$ cat src/rtl/oh_fifo_wptr_ctrl.sv
// Write-side pointer controller for the async FIFO: binary/Gray write pointer,
// read-pointer synchronizer, full/occupancy/overflow flags. Optional almost_full via OH_FIFO_AFULL_EN.
module oh_fifo_wptr_ctrl #(
  parameter int AW          = 4,
  parameter int AFULL_LEVEL = (1 << AW) - 2
) (
  input  logic          clk,
  input  logic          nreset,
  input  logic          wr_en,
  input  logic [AW:0]   rd_ptr_gray,
  input  logic          ovf_clr,
  output logic [AW-1:0] wr_addr,
  output logic          wr_push,
  output logic [AW:0]   wr_ptr_gray,
  output logic          full,
  output logic          almost_full,
  output logic [AW:0]   wr_count,
  output logic          overflow
);

  localparam logic [AW:0] DEPTH    = {1'b1, {AW{1'b0}}};
  localparam logic [AW:0] AFULL_TH = AFULL_LEVEL[AW:0];

  logic [AW:0] wr_ptr_bin;
  logic [AW:0] wr_ptr_bin_next;
  logic [AW:0] rq1;
  logic [AW:0] rq2;
  logic [AW:0] rd_bin;
  logic [AW:0] cnt_next;

  function automatic logic [AW:0] bin2gray(input logic [AW:0] b);
    return b ^ (b >> 1);
  endfunction

  function automatic logic [AW:0] gray2bin(input logic [AW:0] g);
    logic [AW:0] b;
    b[AW] = g[AW];
    for (int i = AW - 1; i >= 0; i--) begin
      b[i] = b[i+1] ^ g[i];
    end
    return b;
  endfunction

  // Stage 0: combinational push decision, next pointer and occupancy
  assign wr_push         = wr_en & ~full & nreset;
  assign wr_addr         = wr_ptr_bin[AW-1:0];
  assign wr_ptr_bin_next = wr_ptr_bin + {{AW{1'b0}}, wr_push};
  assign rd_bin          = gray2bin(rq2);
  assign cnt_next        = wr_ptr_bin_next - rd_bin;

  // Stage 1: registered pointers, synchronizer and status flags
  always_ff @(posedge clk or negedge nreset) begin
    if (!nreset) begin
      wr_ptr_bin  <= '0;
      wr_ptr_gray <= '0;
      rq1         <= '0;
      rq2         <= '0;
      wr_count    <= '0;
      full        <= 1'b0;
      overflow    <= 1'b0;
    end else begin
      rq1         <= rd_ptr_gray;
      rq2         <= rq1;
      wr_ptr_bin  <= wr_ptr_bin_next;
      wr_ptr_gray <= bin2gray(wr_ptr_bin_next);
      wr_count    <= cnt_next;
      full        <= (cnt_next == DEPTH);
      if (wr_en && full) begin
        overflow <= 1'b1;
      end else if (ovf_clr) begin
        overflow <= 1'b0;
      end
    end
  end

`ifdef OH_FIFO_AFULL_EN
  always_ff @(posedge clk or negedge nreset) begin
    if (!nreset) begin
      almost_full <= 1'b0;
    end else begin
      almost_full <= (cnt_next >= AFULL_TH);
    end
  end
`else
  logic unused_afull_th;
  assign unused_afull_th = ^AFULL_TH;
  assign almost_full     = 1'b0;
`endif

endmodule
$ cat config.mk
export PLATFORM = sky130hd
export DESIGN_NAME = oh_fifo_wptr_ctrl
export DESIGN_NICKNAME = d
export VERILOG_FILES = /design/src/rtl/oh_fifo_wptr_ctrl.sv
export SDC_FILE = /design/constraint.sdc
export NUM_CORES = 1
export LEC_CHECK = 0
export ABC_AREA = 1
export CAP_MARGIN = 20
export CELL_PAD_IN_SITES_DETAIL_PLACEMENT = 0
export CELL_PAD_IN_SITES_GLOBAL_PLACEMENT = 1
export CORE_MARGIN = 5
export CORE_UTILIZATION = 40
export CTS_CLUSTER_DIAMETER = 80
export CTS_CLUSTER_SIZE = 14
export DETAILED_ROUTE_END_ITERATION = 16
export PLACE_DENSITY = 0.82
export SYNTH_ARGS = -nofsm -noshare
export SYNTH_HDL_FRONTEND = slang
export SYNTH_SLANG_ARGS = --single-unit
$ cat constraint.sdc
create_clock -name clk -period 5.8 [get_ports clk]
set_clock_uncertainty 0.1 [all_clocks]
set_input_delay 0.87 -clock clk [delete_from_list [all_inputs] [get_ports clk]]
set_output_delay 0.87 -clock clk [all_outputs]
set_load 0.02 [all_outputs]
==> run_results.csv <==
group,metric,value,unit
sta,setup_viol,0,
clock_tree,postCtsSetupRepairBufs,0,
worst_setup_path,path_class,"in -> out",
die,die_height,63.9,µm
worst_setup_path,cp_cell_sequence,"clkdlybuf4s50_1 -> buf_4 -> nand2_1 -> nor2_1 -> clkdlybuf4s50_1",
detailed_routing,wirelength,1.92,mm
worst_setup_path,endpoint_kind,"primary output",
clock_tree,clock_sinks,26,
detailed_routing,routedWlPerCell,11.6,µm
power,leakage,0.739,nW
hold_path,min-delay-start,"rq1[2]",
die,die_area,0.00408,mm²
logic_synthesis,synth-seq-cells,26,
logic_synthesis,synth_cells,105,
layout,nets,150,
placed_design,place_ws,1.99,ns
global_route,grt_max_degree,28,
hold_path,holdPathEnd,"rq2[2]",
worst_setup_path,crit_arrival,2.52,ns
placed_design,place_congestion,0.851,
clock_tree,cts_resized,0,
sta,fin_tns_setup,0,ns
worst_setup_path,worst-path-buf-inv,3,
logic_synthesis,ys.flop_type,"dfrtp_1",
worst_setup_path,cpMaxStageDelayCell,"clkdlybuf4s50_1",
clock_tree,path_clk_slew,0.12,ns
worst_setup_path,cp_max_fo,27,
detailed_routing,via_per_inst,4.62,
sta,setup_ws,2.31,ns
layout,diodes,0,
sta,slew_violations,0,
worst_setup_path,reg2reg_to,"full",
die,core,0.00278,mm²
logic_synthesis,synth_area_per_cell,11.1,µm²
die,io_pins,27,
die,initial_core_util,0.418,
detailed_routing,drc,0,
logic_synthesis,synth_edf_count,0,
worst_setup_path,cp_data_required_time,4.83,ns
job,maxCapViolCount,0,
layout,final_core_util,0.535,
detailed_routing,ant_nets,0,
clock_tree,numCtsBuffers,3,
logic_synthesis,yosys_warnings,0,
hold_path,min_path_cells,0,
worst_setup_path,start_kind,"input port",
logic_synthesis,netlist_area,0.00116,mm²
global_route,grt_pass1_wl,3.57,mm
power,peakVddDrop,0.356,mV
global_route,antenna_found_initial,0,
clock_tree,clock_path_buffers,2,
placed_design,post-dp-hpwl,1.56,mm
worst_setup_path,worst_path_dominant_cell_family,"buffers and inverters",
worst_setup_path,max_stage_delay,0.63,ns
logic_synthesis,async_flop_share,1.00,
worst_setup_path,reg2reg_slack,3.38,ns
hold_path,hp-class,"reg -> reg",
worst_setup_path,regToRegStartpoint,"full",
logic_synthesis,syn-num-nets,120,
clock_tree,cts-htree-levels,1,
placed_design,portBuffers,25,
sta,hold_viol_final,0,
clock_tree,cts_tree,"built",
run_status,status,"completed",
worst_setup_path,path_common_cell,"clkdlybuf4s50_1",
global_route,overflow,0,
worst_setup_path,reg2reg_depth,12,
detailed_routing,vias,762,
global_route,grt_pass1_vias,861,
power,power_density,535,mW/mm²
clock_tree,insertion_delay,0.32,ns
sta,fmax,287,MHz
worst_setup_path,crit_cells,5,
clock_tree,ctsHoldBuffers,0,
sta,rsz0062_at_grt,"false",
sta,period_minus_slack,3.49,ns
die,num_rows,19,
detailed_routing,first_iter_violations,35,
layout,area_delta_synth_final,28.0,%
sta,finalCritPeriodShare,0.601,
clock_tree,cts-root-buf,"clkbuf_4",
layout,drive_above_1_share,0.157,
die,die_w,63.9,µm
detailed_routing,dr.pass1.iters,4,
logic_synthesis,ys_seq_area_frac,0.560,
global_route,grt_usage,0.109,
logic_synthesis,yosys.cell_types.count,20,
power breakdown:
part	leakage, nW	internal [W]	total, W	switching [W]
registers	0.310	0.000243	0.000272	0.0000293
clock network	0.0210	0.0000384	0.0000887	0.0000503
logic	0.407	0.000196	0.000436	0.000240
per-stage QoR:
step | instance area [µm²] | hold WS (ns) | std cells | total power, W
2_1_floorplan | 1160 | 0.231 | 105 | 0.000555
3_3_place_gp | 1450 | 0.234 | 161 | 0.000712
3_5_place_dp | 1450 | 0.235 | 161 | 0.000721
4_1_cts | 1490 | 0.265 | 165 | 0.000811
5_1_grt | 1490 | 0.273 | 165 | 0.000866
6_report | 1490 | 0.262 | 165 | 0.000796
synth_stat cells, types with 2 or more instances:
cell type,number,area (µm²)
nand2_2,3,18.8
xor2_1,7,61.3
nand3_1,9,45.0
nor2_2,3,18.8
nand3_4,3,52.6
xnor2_2,2,32.5
dfrtp_1,26,651
nand2_4,2,22.5
nor2_1,4,15.0
nand2_1,17,63.8
ha_1,6,75.1
inv_1,15,56.3
placed cells by master (no fill, tap or decap), types with 2 or more instances in the layout:
cell type        synthesis  routed
dfrtp_1                 26      26
clkdlybuf4s50_1          0      25
nand2_1                 17      17
inv_1                   15      15
nand3_1                  9       9
xor2_1                   7       7
ha_1                     6       6
nor2_1                   4       4
nand3_4                  3       3
nand2_2                  3       3
nor2_2                   3       3
clkbuf_4                 0       3
nand2_4                  2       2
xnor2_2                  2       2
logic make-up (layout without fill, tap and decap cells):
kind of cell / after synthesis / after routing / synth area share
DFF: 26 / 26 / 0.560
xor gates and xnor gates: 10 / 10 / 0.0883
and+or+nand+nor: 43 / 43 / 0.217
buffers and inverters: 17 / 46 / 0.0581
other: 1 / 1 / 0.00323
adders and majority gates: 6 / 6 / 0.0646
AOI/OAI and AO/OA: 2 / 2 / 0.00860
how the worst max path moves through the flow:
| stage | startpoint | end |
|---|---|---|
| 2_1_floorplan | wr_en | full |
| 3_3_place_gp | nreset | full |
| 3_5_place_dp | nreset | full |
| 4_1_cts | nreset | wr_push |
| 5_1_grt | nreset | full |
| 6_report | nreset | wr_push |
registers in the layout, summed over array words and instances (netlist names):
| name | flops |
|---|---|
| rq2 | 5 |
| wr_ptr_gray | 4 |
| wr_count | 5 |
| rq1 | 5 |
| full | 1 |
| overflow | 1 |
| wr_ptr_bin | 5 |
metal layers:
metal	GRT usage	routed length, µm	part of all wire	vias to the layer above
met2	0.201	951	0.50	26
met4	0.0468	43	0.022	0
met1	0.119	782	0.41	351
li1	-	-	-	380
met5	0	0	0	-
met3	0.0210	142	0.074	5
layout make-up:
cell class	count	area [µm²]
fill	264	1290
sequential	26	651
multi-input combinational	62	444
timing repair buffer	26	258
inverter	16	60.1
tap	31	38.8
clock buffer	4	36.3
Power figures use the tool's default switching activity.
